$ cat config.mk
export PLATFORM = sky130hd
export DESIGN_NAME = calc2_port_driver
export DESIGN_NICKNAME = d
export VERILOG_FILES = /design/src/rtl/calc2_port_driver.sv
export SDC_FILE = /design/constraint.sdc
export NUM_CORES = 1
export LEC_CHECK = 0
export BUFFER_PORTS_ARGS = -buffer_cell sky130_fd_sc_hd__buf_2
export CORE_ASPECT_RATIO = 2
export CORE_UTILIZATION = 35
export CTS_BUF_LIST = sky130_fd_sc_hd__clkbuf_4 sky130_fd_sc_hd__clkbuf_8
export DETAILED_ROUTE_END_ITERATION = 10
export GPL_TIMING_DRIVEN = 0
export PLACE_DENSITY = 0.69
export SYNTH_ARGS = -nofsm -noshare
export SYNTH_HDL_FRONTEND = slang
export SYNTH_SLANG_ARGS = --single-unit
$ cat constraint.sdc
create_clock -name c_clk -period 6.8 [get_ports c_clk]
set_input_delay 1.02 -clock c_clk [delete_from_list [all_inputs] [get_ports c_clk]]
set_output_delay 1.02 -clock c_clk [all_outputs]
set_load 0.005 [all_outputs]
$ cat src/rtl/calc2_port_driver.sv
// Drives one calc2 port: accepts requests, issues them over two cycles with a tag, and matches responses.
// Optional per-tag response timeout enabled by defining CALC2_DRV_TIMEOUT_EN.
module calc2_port_driver (
  input  logic        c_clk,
  input  logic        reset,
  input  logic        in_valid,
  output logic        in_ready,
  input  logic [3:0]  in_cmd,
  input  logic [31:0] in_op1,
  input  logic [31:0] in_op2,
  output logic [3:0]  req_cmd_out,
  output logic [31:0] req_data_out,
  output logic [1:0]  req_tag_out,
  input  logic [1:0]  resp_in,
  input  logic [31:0] resp_data_in,
  input  logic [1:0]  resp_tag_in,
  output logic        rsp_valid,
  output logic [1:0]  rsp_status,
  output logic [31:0] rsp_data,
  output logic [1:0]  rsp_tag,
  output logic [2:0]  outstanding,
  output logic        err_spurious
);

  typedef enum logic [1:0] {IDLE, ISSUE1, ISSUE2} state_t;

  state_t      state;
  logic [3:0]  busy;
  logic [31:0] op2_q;
  logic        accept;
  logic [1:0]  free_tag;
  logic [3:0]  alloc_set;
  logic        resp_hit;
  logic        resp_spur;
  logic [3:0]  resp_clr;
  logic [3:0]  to_clr;
  logic        to_fire;
  logic [1:0]  to_tag;
  logic [3:0]  busy_next;

  function automatic logic [2:0] popcount4(input logic [3:0] v);
    return {2'b00, v[0]} + {2'b00, v[1]} + {2'b00, v[2]} + {2'b00, v[3]};
  endfunction

  assign in_ready = (state == IDLE) && (busy != 4'hf) && !reset;
  assign accept   = in_valid && in_ready;

  // NOTE: every variable assigned in always_comb gets a default first, so no latch is inferred.
  always_comb begin
    free_tag = 2'd0;
    for (int i = 3; i >= 0; i--) begin
      if (!busy[i]) free_tag = 2'(i);
    end
  end

  // Allocation and response matching both look at the registered busy vector, so a freed tag is reusable only next cycle.
  assign alloc_set = accept ? (4'b0001 << free_tag) : 4'b0000;
  assign resp_hit  = (resp_in != 2'b00) && busy[resp_tag_in];
  assign resp_spur = (resp_in != 2'b00) && !busy[resp_tag_in];
  assign resp_clr  = resp_hit ? (4'b0001 << resp_tag_in) : 4'b0000;

`ifdef CALC2_DRV_TIMEOUT_EN
  logic [7:0] cnt [4];
  logic [3:0] expired;

  // A real response owns the rsp slot; expired tags wait, lowest tag first.
  always_comb begin
    expired = 4'b0000;
    to_fire = 1'b0;
    to_tag  = 2'd0;
    for (int i = 0; i < 4; i++) begin
      expired[i] = busy[i] && (cnt[i] == 8'hff) && !resp_clr[i];
    end
    for (int i = 3; i >= 0; i--) begin
      if (expired[i]) to_tag = 2'(i);
    end
    to_fire = !resp_hit && (expired != 4'b0000);
  end

  assign to_clr = to_fire ? (4'b0001 << to_tag) : 4'b0000;

  always_ff @(posedge c_clk) begin
    for (int i = 0; i < 4; i++) begin
      if (reset)                           cnt[i] <= 8'd0;
      else if (alloc_set[i])               cnt[i] <= 8'd0;
      else if (busy[i] && cnt[i] != 8'hff) cnt[i] <= cnt[i] + 8'd1;
    end
  end
`else
  assign to_fire = 1'b0;
  assign to_tag  = 2'd0;
  assign to_clr  = 4'b0000;
`endif

  assign busy_next = (busy & ~resp_clr & ~to_clr) | alloc_set;

  // NOTE: all state here uses non-blocking assignments so every register samples pre-edge values.
  always_ff @(posedge c_clk) begin
    if (reset) begin
      state        <= IDLE;
      busy         <= 4'b0000;
      op2_q        <= 32'd0;
      req_cmd_out  <= 4'd0;
      req_data_out <= 32'd0;
      req_tag_out  <= 2'd0;
      rsp_valid    <= 1'b0;
      rsp_status   <= 2'b00;
      rsp_data     <= 32'd0;
      rsp_tag      <= 2'd0;
      outstanding  <= 3'd0;
      err_spurious <= 1'b0;
    end else begin
      busy        <= busy_next;
      outstanding <= popcount4(busy_next);
      rsp_valid   <= 1'b0;

      if (resp_hit) begin
        rsp_valid  <= 1'b1;
        rsp_status <= resp_in;
        rsp_data   <= resp_data_in;
        rsp_tag    <= resp_tag_in;
      end else if (to_fire) begin
        rsp_valid  <= 1'b1;
        rsp_status <= 2'b11;
        rsp_data   <= 32'd0;
        rsp_tag    <= to_tag;
      end

      if (resp_spur) err_spurious <= 1'b1;

      unique case (state)
        IDLE: begin
          req_cmd_out  <= 4'd0;
          req_data_out <= 32'd0;
          req_tag_out  <= 2'd0;
          if (accept) begin
            op2_q        <= in_op2;
            req_cmd_out  <= in_cmd;
            req_data_out <= in_op1;
            req_tag_out  <= free_tag;
            state        <= ISSUE1;
          end
        end
        ISSUE1: begin
          req_cmd_out  <= 4'd0;
          req_data_out <= op2_q;
          state        <= ISSUE2;
        end
        ISSUE2: begin
          req_cmd_out  <= 4'd0;
          req_data_out <= 32'd0;
          req_tag_out  <= 2'd0;
          state        <= IDLE;
        end
        default: state <= IDLE;
      endcase
    end
  end

endmodule

==> run metrics <==
status completed; Core ar. 14000 um2; Yosys cell types a little over 40; Worst Setup SP reset; Mapped Cells between 500 and 600; cells along the critical path buf_2, clkinv_1, clkbuf_1, and3_1, buf_2; final hold viol count 0; RSZ-0062 raised after global routing false; Resized Gates After CTS 0; number of global-route vias before repair 4891; via count 4825; fin crit share 45.8%; CP max FO 10; routability cong. 0.790; yosys warns 0; Remaining Overflow, GRT 0; die area 15000 um2; antenna violations before repair 0; area of the multi-input gates 2290 um2; vias per inst 5.04; Post-synth ARST share 0%; WL per Instance 16.1 um; startpoint types input pin; required time worst endpoint 5780 ps; Layout Area Growth over Synthesis 32.1%; synthesized area per cell 9.21 um2; Port-buffer cells 185; Critical Path Sink in_ready; Max Root-Sink Buffers 2; Post-synth EDFFs 0; clk root buf clkbuf_8; Tmin final 3110 ps; register area 2340 um2; Leak Pwr 3.27 nW; FF-to-FF path depth 12; CP Capture Type output pin; power density cells 277 nW/um2; DR pass1 iterations 4; Worst Path Arrival 2090 ps; CTS tree done; H-tree depth 4; Num CTS Buffers 17; TNS Setup 0 ps; std cell rows a little over 60; chip height 172 um; final worst slack between 3000 and 4000 ps; Net Count, Synth 667; Post-route DRC 0; postcts setup bufs 0; Slew Limit Fails 0; Final HPWL DP 11.9 mm; Final Setup Violations 0; Initial Utilization 36.1%; most used cell, CP buf_2; sequential fraction of the synthesis area 46.2%; dpl ws approximately 3400 ps; Final Util 47.7%; num ports about 190; Syn Std Cell Area 5070 um2; Yosys reg bits 117; Most used DFF post-synth dfxtp_1; DRC violation total after the first TritonRoute iteration between 150 and 200; commonest non-fill, non-tap cell in the layout buf_2; worst setup path category in2out; Sink Count 117; later-pin clock latency in the skew report 430 ps; first-pass GRT wire length 24.0 mm; die width 87.1 um; fmax 321 MHz; antenna-violating nets left 0; post-route cell area between 6000 and 7000 um2; HP Class reg2reg; Max transition margin 55.8%; worst reg2reg endpoint outstanding[1]; reg2reg setup slack ~3800 ps; worst hold slack 458 ps; reg2reg start state[0]; most frequent cells in the layout buf_2, dfxtp_1, nand2_1; worst stage delay on the critical path 430 ps; fillcell total around 1500; max-cap viol count 0; share of post-route cells with drive strength above 1 between 30% and 40%; Clock transition at path regs 70 ps; pin count of the biggest net entering global routing 17; diodes inserted 0; GRT Util Overall 21.1%; Final nets ~870; skew final slightly below 9 ps; WL final 15.4 mm; Hold Buf Count CTS 0; CP max-delay cell clkbuf_1; dpl cell area 6240 um2; maximum vdd ir drop about 0.18 mV; Worst Tran Pin Value 663 ps
## power breakdown
part	internal (mW)	switching [mW]
Sequential	0.744	0.0312
Combinational	0.141	0.190
Clock	0.471	0.279
## sequential cells by signal (all words and copies together), names as in the netlist
signal	cells
busy	4
err_spurious	1
op2_q	32
outstanding	3
req_cmd_out	4
req_data_out	32
req_tag_out	2
rsp_data	32
rsp_status	2
rsp_tag	2
rsp_valid	1
state	2
## critical path: cells and delay by family
| kind | cells | cell delay [ps] |
|---|---|---|
| buffers and inverters | 4 | 830 |
| AND/OR/NAND/NOR | 1 | 240 |
## cells by family after synthesis
kind of cell,Yosys count,synth area share [%]
and+or+nand+nor,169,16.7
DFF,117,46.2
adders and majority gates,9,2.37
buffers and inverters,95,8.80
muxes,38,7.84
AOI/OAI and AO/OA,123,18.2
## final cells by class
| class | count | share of cell area [%] |
|---|---|---|
| Clock inverter | 10 | 2.61 |
| Buffer | 55 | 4.42 |
| Multi-Input combinational cell | 339 | 34.1 |
| Tap cell | 189 | 3.53 |
| Clock buffer | 22 | 4.33 |
| Sequential cell | 117 | 34.9 |
| Timing Repair Buffer | 185 | 13.8 |
| Inverter | 40 | 2.24 |
## cells in the mapped netlist (all sizes together), types with 2 or more instances
master / number / share of area, %
dfxtp: 117 / 46
nand2: 83 / 6.1
inv: 39 / 2.9
mux2i: 36 / 7.1
a21oi: 34 / 3.4
and3: 34 / 4.2
nand4: 34 / 4.3
a31o: 33 / 5.7
a221oi: 32 / 5.8
clkbuf: 31 / 2.3
buf: 24 / 3.6
ha: 8 / 2.0
o21ai: 8 / 0.79
nor2: 6 / 0.44
nor2b: 5 / 0.62
nand2b: 3 / 0.37
o21a: 3 / 0.44
o22ai: 3 / 0.37
a211oi: 2 / 0.30
a31oi: 2 / 0.25
## routing by layer
layer	track usage, %	wire (um)	vias up	part of all wire [%]
li1	-	-	2378	-
met2	41.2	8630	156	56
met4	11.2	534	0	3.5
met3	4.68	695	37	4.5
met1	19.9	5570	2254	36
met5	0	0	-	0
## stage by stage
stage / instances / total power, mW
3_3_place_gp: 925 / 1.12
6_report: 957 / 1.86
4_1_cts: 957 / 1.87
5_1_grt: 957 / 1.94
3_5_place_dp: 925 / 1.12
2_1_floorplan: 551 / 0.989
## how the worst min path moves through the flow
stage              startpoint              to  slack [ps]  cells past startpoint
3_5_place_dp   req_cmd_out[3]  req_cmd_out[3]         450                      2
5_1_grt        req_cmd_out[3]  req_cmd_out[3]         470                      2
4_1_cts          rsp_data[20]    rsp_data[20]         460                      2
3_3_place_gp   req_cmd_out[2]  req_cmd_out[2]         440                      2
2_1_floorplan  req_cmd_out[0]  req_cmd_out[0]         450                      2
6_report         rsp_data[20]    rsp_data[20]         460                      2
No activity file was read; power rests on OpenSTA's default activity.
